File: config.mk
export PLATFORM = sky130hd
export DESIGN_NAME = div_unit_flat
export DESIGN_NICKNAME = d
export VERILOG_FILES = /design/src/rtl/div_unit_if.sv /design/src/rtl/div_unit.sv /design/src/flat_wrapper.sv
export SDC_FILE = /design/constraint.sdc
export NUM_CORES = 1
export LEC_CHECK = 0
export ABC_AREA = 1
export ABC_CLOCK_PERIOD_IN_PS = 9500
export CORE_ASPECT_RATIO = 0.7
export CORE_MARGIN = 1.5
export CORE_UTILIZATION = 40
export CTS_CLUSTER_DIAMETER = 50
export DETAILED_ROUTE_END_ITERATION = 7
export RECOVER_POWER = 25
export REMOVE_ABC_BUFFERS = 1
export SLEW_MARGIN = 20
export SYNTH_ARGS = -nofsm -noshare
export SYNTH_HDL_FRONTEND = slang
export SYNTH_SLANG_ARGS = --single-unit
File: constraint.sdc
create_clock -name clk -period 9.5 [get_ports clk]
set_input_delay 0.95 -clock clk [delete_from_list [all_inputs] [get_ports clk]]
set_output_delay 0.95 -clock clk [all_outputs]
set_load 0.02 [all_outputs]
File: src/rtl/div_unit_if.sv
// Handshake and data bundle between the execute-stage pipeline and the divider.
interface div_unit_if #(
  parameter int unsigned WIDTH = 32
);
  logic               start;
  logic               signed_div;
  logic [WIDTH-1:0]   opa;
  logic [WIDTH-1:0]   opb;
  logic               annul;
  logic               busy;
  logic               ready;
  logic [2*WIDTH-1:0] result;

  // Pipeline side drives the request, divider side drives status and result.
  modport master (
    output start, signed_div, opa, opb, annul,
    input  busy, ready, result
  );

  modport slave (
    input  start, signed_div, opa, opb, annul,
    output busy, ready, result
  );
endinterface

File: src/rtl/div_unit.sv
// Multi-cycle radix-2 restoring divider for DIV/DIVU. Returns {remainder, quotient}
// for the HI/LO write; fixed latency of WIDTH+1 cycles, two cycles for divide-by-zero.
module div_unit #(
  parameter int unsigned     WIDTH     = 32,
  parameter logic [WIDTH-1:0] ZERO_QUOT = '1
) (
  input logic       clk,
  input logic       rst,
  div_unit_if.slave io_bus
);

  localparam int unsigned CW = $clog2(WIDTH + 1);
  localparam logic [CW-1:0] CntMax = CW'(WIDTH);
  localparam logic [CW-1:0] CntOne = CW'(1);

  typedef enum logic [1:0] {StIdle, StOn, StDzero, StDone} state_e;

  state_e               r_state;
  logic [WIDTH:0]       r_rem;
  logic [WIDTH-1:0]     r_quo;
  logic [WIDTH-1:0]     r_divisor;
  logic                 r_sign_q;
  logic                 r_sign_r;
  logic                 r_busy;
  logic                 r_ready;
  logic [2*WIDTH-1:0]   r_result;
  logic [CW-1:0]        r_cnt;

  logic                 w_opa_neg;
  logic                 w_opb_neg;
  logic [WIDTH-1:0]     w_opa_abs;
  logic [WIDTH-1:0]     w_opb_abs;
  logic [WIDTH:0]       w_rem_sh;
  logic [WIDTH-1:0]     w_quo_sh;
  logic [WIDTH:0]       w_trial;
  logic [WIDTH-1:0]     w_rem_fix;
  logic [WIDTH-1:0]     w_quo_fix;

  // Operand magnitudes, one shift-subtract step and final sign correction.
  always_comb begin
    w_opa_neg = io_bus.signed_div & io_bus.opa[WIDTH-1];
    w_opb_neg = io_bus.signed_div & io_bus.opb[WIDTH-1];
    w_opa_abs = w_opa_neg ? -io_bus.opa : io_bus.opa;
    w_opb_abs = w_opb_neg ? -io_bus.opb : io_bus.opb;
    w_rem_sh  = {r_rem[WIDTH-1:0], r_quo[WIDTH-1]};
    w_quo_sh  = {r_quo[WIDTH-2:0], 1'b0};
    w_trial   = w_rem_sh - {1'b0, r_divisor};
    w_rem_fix = r_sign_r ? -r_rem[WIDTH-1:0] : r_rem[WIDTH-1:0];
    w_quo_fix = r_sign_q ? -r_quo : r_quo;
  end

  // Control FSM and datapath registers; annul outranks everything but rst.
  always_ff @(posedge clk or posedge rst) begin
    if (rst) begin
      r_state   <= StIdle;
      r_rem     <= '0;
      r_quo     <= '0;
      r_divisor <= '0;
      r_sign_q  <= 1'b0;
      r_sign_r  <= 1'b0;
      r_busy    <= 1'b0;
      r_ready   <= 1'b0;
      r_result  <= '0;
      r_cnt     <= '0;
    end else if (io_bus.annul) begin
      // result is deliberately left untouched
      r_state <= StIdle;
      r_busy  <= 1'b0;
      r_ready <= 1'b0;
      r_cnt   <= '0;
    end else begin
      unique case (r_state)
        StIdle: begin
          if (io_bus.start) begin
            r_busy    <= 1'b1;
            r_cnt     <= '0;
            r_rem     <= '0;
            r_divisor <= w_opb_abs;
            r_sign_q  <= w_opa_neg ^ w_opb_neg;
            r_sign_r  <= w_opa_neg;
            if (io_bus.opb == '0) begin
              // raw dividend is what gets reported as the remainder
              r_quo   <= io_bus.opa;
              r_state <= StDzero;
            end else begin
              r_quo   <= w_opa_abs;
              r_state <= StOn;
            end
          end
        end
        StOn: begin
          if (r_cnt == CntMax) begin
            r_result <= {w_rem_fix, w_quo_fix};
            r_ready  <= 1'b1;
            r_state  <= StDone;
          end else begin
            r_rem <= w_trial[WIDTH] ? w_rem_sh : w_trial;
            r_quo <= {w_quo_sh[WIDTH-1:1], ~w_trial[WIDTH]};
            r_cnt <= r_cnt + CntOne;
          end
        end
        StDzero: begin
          // two cycles here so ready lands two edges after the accept edge
          if (r_cnt == CntOne) begin
            r_result <= {r_quo, ZERO_QUOT};
            r_ready  <= 1'b1;
            r_state  <= StDone;
          end else begin
            r_cnt <= r_cnt + CntOne;
          end
        end
        StDone: begin
          r_state <= StIdle;
          r_busy  <= 1'b0;
          r_ready <= 1'b0;
        end
        default: r_state <= StIdle;
      endcase
    end
  end

  assign io_bus.busy   = r_busy;
  assign io_bus.ready  = r_ready;
  assign io_bus.result = r_result;

endmodule

File: src/flat_wrapper.sv
// flat-port wrapper written by rule: the top's interface ports become plain ports
module div_unit_flat 
#(
  parameter int unsigned     WIDTH     = 32,
  parameter logic [WIDTH-1:0] ZERO_QUOT = '1
)
  (clk, rst, io_bus_start, io_bus_signed_div, io_bus_opa, io_bus_opb, io_bus_annul, io_bus_busy, io_bus_ready, io_bus_result);
  div_unit_if #(.WIDTH(WIDTH)) io_bus_i ();
  input logic clk;
  input logic rst;
  input wire logic [$bits(io_bus_i.start)-1:0] io_bus_start;
  input wire logic [$bits(io_bus_i.signed_div)-1:0] io_bus_signed_div;
  input wire logic [$bits(io_bus_i.opa)-1:0] io_bus_opa;
  input wire logic [$bits(io_bus_i.opb)-1:0] io_bus_opb;
  input wire logic [$bits(io_bus_i.annul)-1:0] io_bus_annul;
  output wire logic [$bits(io_bus_i.busy)-1:0] io_bus_busy;
  output wire logic [$bits(io_bus_i.ready)-1:0] io_bus_ready;
  output wire logic [$bits(io_bus_i.result)-1:0] io_bus_result;
  assign io_bus_i.start = io_bus_start;
  assign io_bus_i.signed_div = io_bus_signed_div;
  assign io_bus_i.opa = io_bus_opa;
  assign io_bus_i.opb = io_bus_opb;
  assign io_bus_i.annul = io_bus_annul;
  assign io_bus_busy = io_bus_i.busy;
  assign io_bus_ready = io_bus_i.ready;
  assign io_bus_result = io_bus_i.result;
  div_unit #(.WIDTH(WIDTH), .ZERO_QUOT(ZERO_QUOT)) u_core (.clk(clk), .rst(rst), .io_bus(io_bus_i));
endmodule
==> flow_summary.yaml, run 1 <==
synthesis:
  syn_avg_cell_area_um2: 6.27
  synthTopCellsByCount: "nand2_1, inv_1, nand3_1"
  synth.top_cell.area_share_pct: 30.2
  ys_seq_elements: 172
  ys_seq_area_share_pct: 30.2
  syn_area_um2: 14300
  synth_enable_flop_cells: 0
  synthArstFlopShare_pct: 100
  yosysMostFrequentCell: "nand2_1"
  synth-main-ff-cell: "dfrtp_1"
  synthCells: 2277
  synth_area_leaders: "dfrtp_1, nand2_1, inv_1, nand3_1, nor2_1"
  yosysTopAreaCell: "dfrtp_1"
  synth_cell_types: 49
  yosys_warnings: 0
layout:
  nets: 2483
  post_route_cells_drive_above_1_share_pct: 5.04
  synthToLayoutAreaGrowth_pct: 15.7
  fill_cells: 3733
  diodes: 0
  instances_no_fill: 2854
  fin_area_um2: 16500
routing:
  routed_wl_um: 49300
  vias: 14849
  wl_met2_um: 18500
  dr_wl_met3_um: 4950
  drtAntennaViolNets: 0
  avgRoutedWirePerCell_um: 17.3
  post-route-drc-count: 0
  firstDrtPassIters: 5
  wl_met1_um: 25300
  vias_per_cell: 5.20
  drt_iter0_markers: 1720
  routed.top_layer: "met5"
critical_path:
  crit-reg2reg-launch: "u_core.r_state[0]$_DFFE_PP0P_"
  critPathMaxFanout: 67
  cp-endpoint: "u_core.r_cnt[2]$_DFFE_PP0P_"
  worstReg2RegEnd: "u_core.io_bus.result[24]$_DFFE_PP0P_"
  cp.required_ps: 9960
  critical_path_class: "in -> async"
  startpoint: "rst"
  worst_setup_path_start_kind: "input pin"
  worstSetupEndpointType: "asynchronous set/reset pin"
  reg2reg_slack_ps: 5810
  worst_ep_arrival_time_ps: 5980
  rr_worst_depth: 16
run:
  drv_cap: 2
sta:
  drv_slew: 109
  finalSetupViolations: 0
  period_minus_slack_ps: 5520
  skew_ps: 14.7
  max_freq_mhz: 181
  fin_crit_sh_pct: 58.1
  slew_headroom_pct: -79.0
  worst_pin_slew_ps: 2670
  tns_ps: 0
  timing.final.ws_setup_ps: 3980
  finalHoldViolCount: 0
  rsz0062_at_grt: "no"
place:
  dpl.cell_count: 2822
  numPortBuffers: 134
  dp_slack_ps: 5330
  dpl-instance-area_um2: 15900
  post-dp-hpwl_um: 38800
  routabilityCongestion: 0.951
clock_network:
  cts.sinks: 172
  h-tree-depth: 4
  clkLatencyLatePin_ps: 450
  cts_buffer_depth: 2
  holdBufCountCts: 0
  numCtsBuffers: 17
  cts_tree: "built"
  clk_pin_slew_worst_paths_ps: 70
  ctsRootBufferMaster: "clkbuf_16"
  postCtsSetupBuffers: 0
  cts_resized: 0
power:
  power_density_nw_per_um2: 343
  ir_drop_mv: 0.175
  p_leak_nw: 8.62
  total_power_mw: 5.66
floorplan:
  row_count: 57
  die-height_um: 161
  ioPinCount: 135
  start_util_pct: 40.8
  die-area_um2: 36800
  die_w_um: 229
  core_area_um2: 34900
grt:
  grt_usage_pct: 27.0
  grt_pass1_wl_um: 77000
  antenna_found_initial: 2
  first_global_vias: 13487
  grt-ovfl-total: 0
  grt_max_degree: 107
run_status:
  status: "finished, violations left"
  violations: "capacitance limit, slew limit"
min_path:
  hold_class: "reg -> reg"
-- kinds of logic after synthesis --
logic type                 count (synthesis)  share of synthesized area [%]
and+or+nand+nor                         1303                           39.5
buffers and inverters                    409                           11.4
AOI/OAI and AO/OA                        277                           10.6
DFF                                      172                           30.2
xor gates and xnor gates                  72                           4.42
adders and majority gates                 44                           3.91
-- worst max-delay path, cell delays in order --
cell and delay, ps:
dlygate4sd3_1 550, clkinvlp_2 1510, clkbuf_1 1960, buf_4 950
-- sequential cells by signal, summed over array words and instances, names as in the netlist --
register              count
u_core.r_divisor         32
u_core.r_state            2
u_core.r_quo             32
u_core.r_sign_r           1
u_core.io_bus.ready       1
u_core.r_cnt              6
u_core.r_sign_q           1
u_core.io_bus.busy        1
u_core.io_bus.result     64
u_core.r_rem             32
-- where the power goes --
part,switching (mW),internal [mW]
registers,0.308,1.04
clock network,0.319,0.389
logic,2.42,1.18
total,3.05,2.61
-- per-stage QoR --
stage	hold WS, ps	utilization (%)
floorplan	449	-
global placement	468	45.6
detailed placement	465	45.6
CTS	485	47.3
global route	506	47.3
finish	484	47.3
-- layout make-up --
| cell class | count | area (um2) | area share (%) |
|---|---|---|---|
| clock inverter | 12 | 139 | 0.841 |
| tap | 472 | 591 | 3.58 |
| sequential | 172 | 4300 | 26.1 |
| multi-input combinational | 1696 | 8350 | 50.6 |
| timing repair buffer | 147 | 1440 | 8.69 |
| clock buffer | 19 | 433 | 2.62 |
| inverter | 336 | 1260 | 7.64 |
-- how the worst min path moves through the flow --
stage                                               from                                    to  slack (ps)  depth (start not counted)
finish              u_core.io_bus.result[51]$_DFFE_PP0P_  u_core.io_bus.result[51]$_DFFE_PP0P_         480                          2
global route        u_core.io_bus.result[52]$_DFFE_PP0P_  u_core.io_bus.result[52]$_DFFE_PP0P_         510                          2
CTS                 u_core.io_bus.result[51]$_DFFE_PP0P_  u_core.io_bus.result[51]$_DFFE_PP0P_         480                          2
detailed placement  u_core.io_bus.result[51]$_DFFE_PP0P_  u_core.io_bus.result[51]$_DFFE_PP0P_         470                          2
global placement        u_core.r_divisor[27]$_DFFE_PP0P_      u_core.r_divisor[27]$_DFFE_PP0P_         470                          2
floorplan               u_core.r_divisor[31]$_DFFE_PP0P_      u_core.r_divisor[31]$_DFFE_PP0P_         450                          2
-- cells in the final DEF, fill, tap and decap left out, types with 4 or more instances in the layout --
cell type,n
nand2_2,28
nand4_1,30
nor2_2,9
inv_1,324
and2_1,4
buf_4,12
nand2_1,738
nand2_4,5
nand3_2,8
o21bai_1,7
nor3_1,34
o21ai_0,113
a31oi_1,10
inv_2,11
a21oi_1,106
nor2_1,191
nand3b_1,16
ha_1,43
nand3_1,221
o21ai_1,7
o22ai_1,10
xnor2_1,15
clkbuf_16,17
o211ai_1,9
or2_2,4
clkinv_4,4
clkdlybuf4s50_1,133
xor2_1,57
dfrtp_1,172
-- metal layers --
metal  global-route usage (%)  vias up
met5                        0        -
met4                     4.99        2
met3                     7.34       35
met2                     35.2      542
met1                     43.3     6881
li1                         -     7389
No activity file was read; power rests on OpenSTA's default activity.
==> run 2, diff against run 1 <==
--- a/config.mk
+++ b/config.mk
@@ -6,7 +6,7 @@
 export NUM_CORES = 1
 export LEC_CHECK = 0
 export ABC_AREA = 1
-export ABC_CLOCK_PERIOD_IN_PS = 9500
+export ABC_CLOCK_PERIOD_IN_PS = 5770
 export CORE_ASPECT_RATIO = 0.7
 export CORE_MARGIN = 1.5
 export CORE_UTILIZATION = 40
==> constraint.sdc (replaced) <==
create_clock -name clk -period 5.77 [get_ports clk]
set_input_delay 0.577 -clock clk [delete_from_list [all_inputs] [get_ports clk]]
set_output_delay 0.577 -clock clk [all_outputs]
set_load 0.02 [all_outputs]
==> flow_summary.yaml, run 2 (synthesized netlist as in run 1, its figures left out) <==
sta:
  drv_slew: 78
  rsz0062_at_grt: "no"
  skew_ps: 14.0
  finalHoldViolCount: 0
  finalSetupViolations: 0
  max_freq_mhz: 307
  period_minus_slack_ps: 3260
  timing.final.ws_setup_ps: 2510
  fin_crit_sh_pct: 56.4
  tns_ps: 0
  worst_pin_slew_ps: 3610
  slew_headroom_pct: -142
grt:
  antenna_found_initial: 1
  grt_usage_pct: 27.1
  grt-ovfl-total: 0
  grt_pass1_wl_um: 77400
  first_global_vias: 13623
  grt_max_degree: 96
floorplan:
  die-area_um2: 36800
  die-height_um: 161
  core_area_um2: 34900
  ioPinCount: 135
  start_util_pct: 40.8
  row_count: 57
  die_w_um: 229
run_status:
  violations: "capacitance limit, slew limit"
  status: "finished, violations left"
clock_network:
  ctsRootBufferMaster: "clkbuf_16"
  h-tree-depth: 4
  clkLatencyLatePin_ps: 470
  cts_tree: "built"
  numCtsBuffers: 17
  cts_buffer_depth: 2
  cts_resized: 0
  holdBufCountCts: 0
  clk_pin_slew_worst_paths_ps: 70
  cts.sinks: 172
  postCtsSetupBuffers: 0
routing:
  firstDrtPassIters: 6
  drtAntennaViolNets: 0
  avgRoutedWirePerCell_um: 17.3
  vias: 14924
  drt_iter0_markers: 1468
  routed_wl_um: 49400
  post-route-drc-count: 0
  vias_per_cell: 5.23
critical_path:
  crit-reg2reg-launch: "u_core.r_state[1]$_DFFE_PP0P_"
  slowest_delay_ps: 2010
  worst_ep_arrival_time_ps: 3220
  critical_path_class: "in -> async"
  path_cells: "dlygate4sd3_1, clkinvlp_2"
  cp_num_buf_inv: 2
  worst_setup_path_start_kind: "input pin"
  startpoint: "rst"
  worstSetupEndpointType: "asynchronous set/reset pin"
  slowest_stage: "clkinvlp_2"
  cp.required_ps: 5740
  crit_family: "buffers and inverters"
  critPathMaxFanout: 78
place:
  numPortBuffers: 134
  dp_slack_ps: 2140
  routabilityCongestion: 0.983
  post-dp-hpwl_um: 39100
power:
  p_leak_nw: 8.59
  power_density_nw_per_um2: 563
  total_power_mw: 9.29
  ir_drop_mv: 0.236
layout:
  final_cell_mix: "nand2_1, inv_1, nand3_1"
  largest_reg_flops: 64
  nets: 2482
  final_core_util_pct: 47.2
  diodes: 0
  post_route_cells_drive_above_1_share_pct: 5.04
  final_common_cell: "nand2_1"
  fill_cells: 3694
  synthToLayoutAreaGrowth_pct: 15.6
min_path:
  hold_class: "reg -> reg"
  min_from: "u_core.io_bus.result[43]$_DFFE_PP0P_"
run:
  drv_cap: 1
==> run 2: final cells by class <==
cell class | count | area, um2 | area share [%]
Multi-Input combinational cell | 1696 | 8350 | 50.6
Timing Repair Buffer | 146 | 1440 | 8.75
Inverter | 336 | 1260 | 7.65
Clock buffer | 20 | 437 | 2.65
Clock inverter | 12 | 115 | 0.697
Tap cell | 472 | 591 | 3.58
Sequential cell | 172 | 4300 | 26.1
==> run 2: final timing paths <==
kind | slack (ps) | endpoint | cells after the start
worst min-delay path | 480 | u_core.io_bus.result[43]$_DFFE_PP0P_ | 2
worst max register to register | 2540 | u_core.io_bus.result[26]$_DFFE_PP0P_ | 12
worst max-delay path | 2510 | u_core.r_divisor[3]$_DFFE_PP0P_ | 2
max in group clk | 2540 | u_core.io_bus.result[26]$_DFFE_PP0P_ | 12
worst min register to register | 480 | u_core.io_bus.result[43]$_DFFE_PP0P_ | 2
min in group asynchronous | 1620 | u_core.r_rem[5]$_DFFE_PP0P_ | 2
==> run 2: metrics by stage <==
stage | hold WS, ps | area, um2 | instances
3_5_place_dp | 466 | 16000 | 2822
5_1_grt | 505 | 16500 | 2854
3_3_place_gp | 465 | 16000 | 2822
6_report | 483 | 16500 | 2854
2_1_floorplan | 449 | 13900 | 2204
4_1_cts | 485 | 16500 | 2854
==> run 2: report_power, final <==
part | total [mW] | leakage [nW] | switching, mW | internal (mW)
sequential | 2.26 | 2.15 | 0.548 | 1.71
clock | 1.13 | 0.255 | 0.530 | 0.597
combinational | 5.91 | 6.19 | 3.96 | 1.95
==> run 2: per-layer routing <==
metal	up-vias	track usage [%]	wire length [um]
met5	-	0	9
met4	2	4.69	464
met3	31	8.76	5430
met2	569	34.9	18500
met1	6925	43.0	25000
li1	7397	-	-
